## src/rtl/capture_readout_pkg.sv

```systemverilog
// capture_readout_pkg: readout FSM encoding and capture RAM geometry shared with the writer
package capture_readout_pkg;
   localparam int DATA_W_DEF = 8;
   localparam int ADDR_W_DEF = 10;
   typedef enum logic [1:0] {ST_IDLE, ST_READ, ST_DRAIN} state_t;
endpackage

```

## src/rtl/readout_skid_buf.sv

```systemverilog
// readout_skid_buf: 2-entry fall-through valid/ready buffer with occupancy output
module readout_skid_buf #(
   parameter int DATA_W = 8
) (
   input  logic              clk,
   input  logic              reset,
   input  logic              flush,
   input  logic              in_valid,
   input  logic [DATA_W-1:0] in_data,
   output logic              out_valid,
   output logic [DATA_W-1:0] out_data,
   input  logic              out_ready,
   output logic [1:0]        occ
);
   logic [DATA_W-1:0] mem_q [2];
   logic [DATA_W-1:0] mem_d [2];
   logic [1:0] occ_q, occ_d;
   logic head_q, head_d, push, pop, wr_idx;
   always_comb begin
      pop = occ_q != 2'd0 && out_ready;
      push = in_valid && !(occ_q == 2'd0 && out_ready);
      wr_idx = head_q ^ occ_q[0];
      mem_d = mem_q;
      if (push) mem_d[wr_idx] = in_data;
      occ_d = flush ? 2'd0 : occ_q + 2'(push) - 2'(pop);
      head_d = flush ? 1'b0 : head_q ^ pop;
      out_valid = occ_q != 2'd0 || in_valid;
      out_data = occ_q != 2'd0 ? mem_q[head_q] : in_valid ? in_data : '0;
   end
   always_ff @(posedge clk) begin
      if (reset) begin
         occ_q <= 2'd0;
         head_q <= 1'b0;
      end else begin
         occ_q <= occ_d;
         head_q <= head_d;
      end
   end
   always_ff @(posedge clk) mem_q <= mem_d;
   assign occ = occ_q;
endmodule

```

## src/rtl/capture_readout.sv

```systemverilog
// capture_readout: streams count samples from the circular capture RAM as a valid/ready byte stream
module capture_readout
   import capture_readout_pkg::*;
#(
   parameter int DATA_W = DATA_W_DEF,
   parameter int ADDR_W = ADDR_W_DEF
) (
   input  logic              clk,
   input  logic              reset,
   input  logic              start,
   input  logic              abort,
   input  logic [ADDR_W-1:0] start_addr,
   input  logic [ADDR_W-1:0] count,
   output logic              ram_en,
   output logic [ADDR_W-1:0] ram_addr,
   input  logic [DATA_W-1:0] ram_rdata,
   output logic [DATA_W-1:0] out_data,
   output logic              out_valid,
   input  logic              out_ready,
   output logic              busy,
   output logic              done,
   output logic [ADDR_W:0]   sent
);
   state_t state_q, state_d;
   logic [ADDR_W-1:0] rd_ptr_q, rd_ptr_d;
   logic [ADDR_W:0] rem_q, rem_d, sent_q, sent_d;
   logic inflight_q, inflight_d, done_q, done_d, flush, xfer, credit_ok;
   logic [1:0] occ;
   readout_skid_buf #(.DATA_W(DATA_W)) u_skid (
      .clk(clk),
      .reset(reset),
      .flush(flush),
      .in_valid(inflight_q),
      .in_data(ram_rdata),
      .out_valid(out_valid),
      .out_data(out_data),
      .out_ready(out_ready),
      .occ(occ)
   );
   // a read is issued only when its sample is guaranteed a buffer slot
   always_comb begin
      credit_ok = ({1'b0, inflight_q} + occ) < 2'd2;
      ram_en = state_q == ST_READ && rem_q != '0 && credit_ok && !abort;
      xfer = out_valid && out_ready;
      state_d = state_q;
      rd_ptr_d = rd_ptr_q;
      rem_d = rem_q;
      inflight_d = ram_en;
      sent_d = sent_q + (ADDR_W+1)'(xfer);
      done_d = 1'b0;
      flush = abort;
      if (ram_en) begin
         rd_ptr_d = rd_ptr_q + ADDR_W'(1);
         rem_d = rem_q - (ADDR_W+1)'(1);
      end
      if (abort) state_d = ST_IDLE;
      else if (state_q == ST_IDLE && start) begin
         rd_ptr_d = start_addr;
         rem_d = count == '0 ? {1'b1, {ADDR_W{1'b0}}} : {1'b0, count};
         sent_d = '0;
         state_d = ST_READ;
      end else if (state_q == ST_READ && rem_q == '0) state_d = ST_DRAIN;
      else if (state_q == ST_DRAIN && occ == 2'd0 && !inflight_q) begin
         state_d = ST_IDLE;
         done_d = 1'b1;
      end
   end
   always_ff @(posedge clk) begin
      if (reset) begin
         state_q <= ST_IDLE;
         rd_ptr_q <= '0;
         rem_q <= '0;
         inflight_q <= 1'b0;
         sent_q <= '0;
         done_q <= 1'b0;
      end else begin
         state_q <= state_d;
         rd_ptr_q <= rd_ptr_d;
         rem_q <= rem_d;
         inflight_q <= inflight_d;
         sent_q <= sent_d;
         done_q <= done_d;
      end
   end
   assign ram_addr = rd_ptr_q;
   assign busy = state_q != ST_IDLE;
   assign done = done_q;
   assign sent = sent_q;
endmodule

```

## config.mk

```make
export PLATFORM = sky130hd
export DESIGN_NAME = capture_readout
export DESIGN_NICKNAME = d
export VERILOG_FILES = /design/src/rtl/capture_readout_pkg.sv /design/src/rtl/readout_skid_buf.sv /design/src/rtl/capture_readout.sv
export SDC_FILE = /design/constraint.sdc
export NUM_CORES = 1
export LEC_CHECK = 0
export ABC_CLOCK_PERIOD_IN_PS = 2120
export CORE_MARGIN = 2
export CORE_UTILIZATION = 44
export DETAILED_ROUTE_END_ITERATION = 10
export GPL_ROUTABILITY_DRIVEN = 1
export PLACE_DENSITY = 0.74
export SYNTH_ARGS = -nofsm -noshare
export SYNTH_HDL_FRONTEND = slang
export SYNTH_SLANG_ARGS = --single-unit
```

## constraint.sdc

```tcl
create_clock -name clk -period 2.12 [get_ports clk]
set_clock_uncertainty 0.2 [all_clocks]
set_input_delay 0.53 -clock clk [delete_from_list [all_inputs] [get_ports clk]]
set_output_delay 0.53 -clock clk [all_outputs]
set_load 0.02 [all_outputs]
```

==> flow_summary_export.csv <==
group,metric,value,unit
critical_path,crit_fanout,2,
final_layout,nFillCells,424,
place,place.gp.congestion,0.870,
pwr,powerDensity,560,nW/µm²
run,cap_violations,0,
floorplan,die-height,81.8,µm
synth,syn_nets,323,
clocking,ctsHoldBuffers,0,
sta,relSlewSlack,0.699,
floorplan,die_w,81.8,µm
critical_path,max_stage_delay,470,ps
critical_path,r2r_setup_slack,-100,ps
global_routing,antenna_found_initial,0,
synth,yosys_warnings,0,
critical_path,crit_slowest_cell,"or4b_4",
clocking,cts_tree,"done",
pwr,switching_power,0.000603,W
critical_path,worstSetupPathType,"register to primary output",
global_routing,grt_overflow,0,
drt,drc,0,
floorplan,rows,28,
critical_path,cp_num_cells,7,
critical_path,required,1390,ps
min_path,holdPathStages,2,
synth,yosysTopAreaCell,"dfxtp_1",
final_layout,drive_gt1_frac,0.322,
pwr,leakage,1.74,nW
global_routing,grt_pass1_vias,2476,
final_layout,final_nets,443,
critical_path,worst-r2r-cell-count,9,
clocking,cts_root_buffer,"clkbuf_8",
clocking,clock_sinks,55,
critical_path,path_buf_inv,3,
synth,async_flop_share,0,
outcome,status,"finished with violations",
min_path,hp-class,"register to register",
final_layout,multi_input_area,1550,µm²
sta,hold_viol,0,
place,hpwl,4730,µm
place,port_buffers,65,
place,post-place-ws,-791,ps
synth,ys.flop_type,"dfxtp_1",
clocking,path_clk_slew,100,ps
pwr,p_int,0.00178,W
final_layout,utilization,0.723,
clocking,clockBufferDepth,2,
pwr,swShare,0.253,
drt,wl_per_cell,16.1,µm
pwr,power,0.00238,W
place,postPlaceCellArea,3780,µm²
floorplan,core,5890,µm²
synth,ys_types,37,
floorplan,io_pins,66,
critical_path,endpoint_kind,"primary output",
clocking,clock_latency,320,ps
global_routing,grt_pass1_wl,11300,µm
final_layout,synthToLayoutAreaGrowth,59.9,%
final_layout,num_antenna_cells,0,
sta,fmax,387,MHz
sta,setup_viol,22,
final_layout,regArea,1270,µm²
pwr,pwr-share-comb,0.193,
pwr,irDropWorstVdd,307,µV
floorplan,dieArea,6680,µm²
floorplan,initial_utilization,0.452,
sta,grt_setup_unrepaired,"true",
drt,wirelength,7720,µm
synth,synthCells,283,
drt,drtPass1Iterations,4,
outcome,failed_checks,"negative setup slack",
final_layout,post-route-cell-area,4250,µm²
sta,timing.final.ws_setup,-467,ps
synth,synthesis.area,2660,µm²
pwr,pwr-share-seq,0.482,
clocking,cts_buffers,5,
sta,period_needed,2590,ps
critical_path,worstSetupStartpointType,"register",
critical_path,cp_cell_sequence,"inv_2 > ha_4 > or4b_4 > nor4_4 > or2_4 > inv_6 > buf_6",
drt,ant_nets,0,
synth,synth_area_leaders,"dfxtp_1 (29%), edfxtp_1 (18%), xnor2_1 (6.6%), nor2_1 (5.5%), a211oi_1 (3.7%)",
sta,slew_viol_final,0,
clocking,htree_levels,2,
place,place_inst,458,
drt,vias,2607,
drt,viasPerCell,5.44,
pwr,clockPowerShare,0.324,
critical_path,crit_family,"simple AND/OR/NAND/NOR gates",
sta,worst_slew_pin_slew,448,ps
synth,ys_seq_area_frac,0.474,
synth,syn_avg_cell_area,9.40,µm²
drt,drtIter0Drc,107,
critical_path,crit_arrival,1860,ps
synth,yosysTopAreaCellShare,0.294,
final_layout,layoutNonFillerInstCount,479,
synth,ys_ff_latch,55,
sta,post-route-period-util,1.22,
global_routing,track_usage,0.222,
synth,synth_common_cells,"dfxtp_1 (39), nor2_1 (39), xnor2_1 (20)",
synth,synth-edff-count,16,
global_routing,grt_max_degree,26,
[power groups by stage]
stage	Sequential, W	Combinational [W]	Clock, W
6_report	0.00115	0.000460	0.000773
5_1_grt	0.00115	0.000495	0.000818
4_1_cts	0.00115	0.000434	0.000786
3_5_place_dp	0.00117	0.000420	0
3_3_place_gp	0.00117	0.000412	0
2_1_floorplan	0.00119	0.000186	0
[logic make-up (layout without fill, tap and decap cells)]
family	Yosys count	in the layout	share of synthesized area
mux	9	9	0.0339
xor+xnor	27	27	0.0889
buf+inv	21	142	0.0320
flops	55	55	0.474
compound gates	41	41	0.0978
simple gates	123	123	0.240
fa+ha+maj	7	7	0.0329
[routing by layer]
metal  track usage  wire length (µm)
met4        0.0683               165
met5             0                 0
met1         0.271              3300
met2         0.387              3840
met3        0.0538               414
[stage by stage]
step           TNS (ps)  hold WS, ps
4_1_cts           -2840          332
2_1_floorplan     -1460          278
3_5_place_dp     -11250          307
3_3_place_gp      -9820          294
6_report          -1740          330
5_1_grt           -3700          350
[repair_timing]
action                     in CTS  in global routing
cloned                          1                  0
resized for setup              91                 53
pin swaps                      14                 18
buffers inserted                9                  7
setup endpoints to repair      37                 45
[area by class of cell]
cell class                 instances  share of cell area
timing repair buffer             127               0.278
inverter                           7             0.00735
tap                               75              0.0221
sequential                        55               0.299
clock inverter                     2             0.00853
multi-input combinational        207               0.364
clock buffer                       6              0.0221
[layout by cell type, fill, tap and decap left out, types with 4 or more instances in the layout]
| cell | n |
|---|---|
| buf_4 | 56 |
| clkdlybuf4s50_1 | 38 |
| nor2_1 | 37 |
| dfxtp_1 | 34 |
| xnor2_1 | 18 |
| edfxtp_1 | 16 |
| nand2_1 | 13 |
| buf_6 | 13 |
| nand3_1 | 10 |
| nor4_1 | 10 |
| a211oi_1 | 10 |
| dlymetal6s2s_1 | 9 |
| mux2i_1 | 8 |
| nor3_1 | 8 |
| nand3_2 | 7 |
| dlygate4sd2_1 | 7 |
| o21ai_0 | 6 |
| xor2_1 | 6 |
| o21ai_2 | 5 |
| and3_1 | 5 |
| and2_1 | 5 |
| ha_4 | 5 |
| clkbuf_8 | 5 |
| or3_1 | 4 |
| dfxtp_2 | 4 |
[sequential cells by signal, indices dropped and copies added (netlist names)]
register / count
inflight_q: 1
state_q: 2
rem_q: 11
u_skid.head_q: 1
sent: 11
u_skid.mem_q: 16
ram_addr: 10
u_skid.occ: 2
done: 1
[final timing paths]
kind | startpoint | end
worst max-delay path | rem_q[1] | ram_en
worst min-delay path | sent[10] | sent[10]
worst max register to register | rem_q[1] | rem_q[2]
worst min register to register | sent[10] | sent[10]
[tightest hold or removal path, stage by stage (launching register included)]
cell and delay [ps]:
dfxtp_1 360, xor2_1 70, nor2_1 70
No activity file was read; power rests on OpenSTA's default activity.
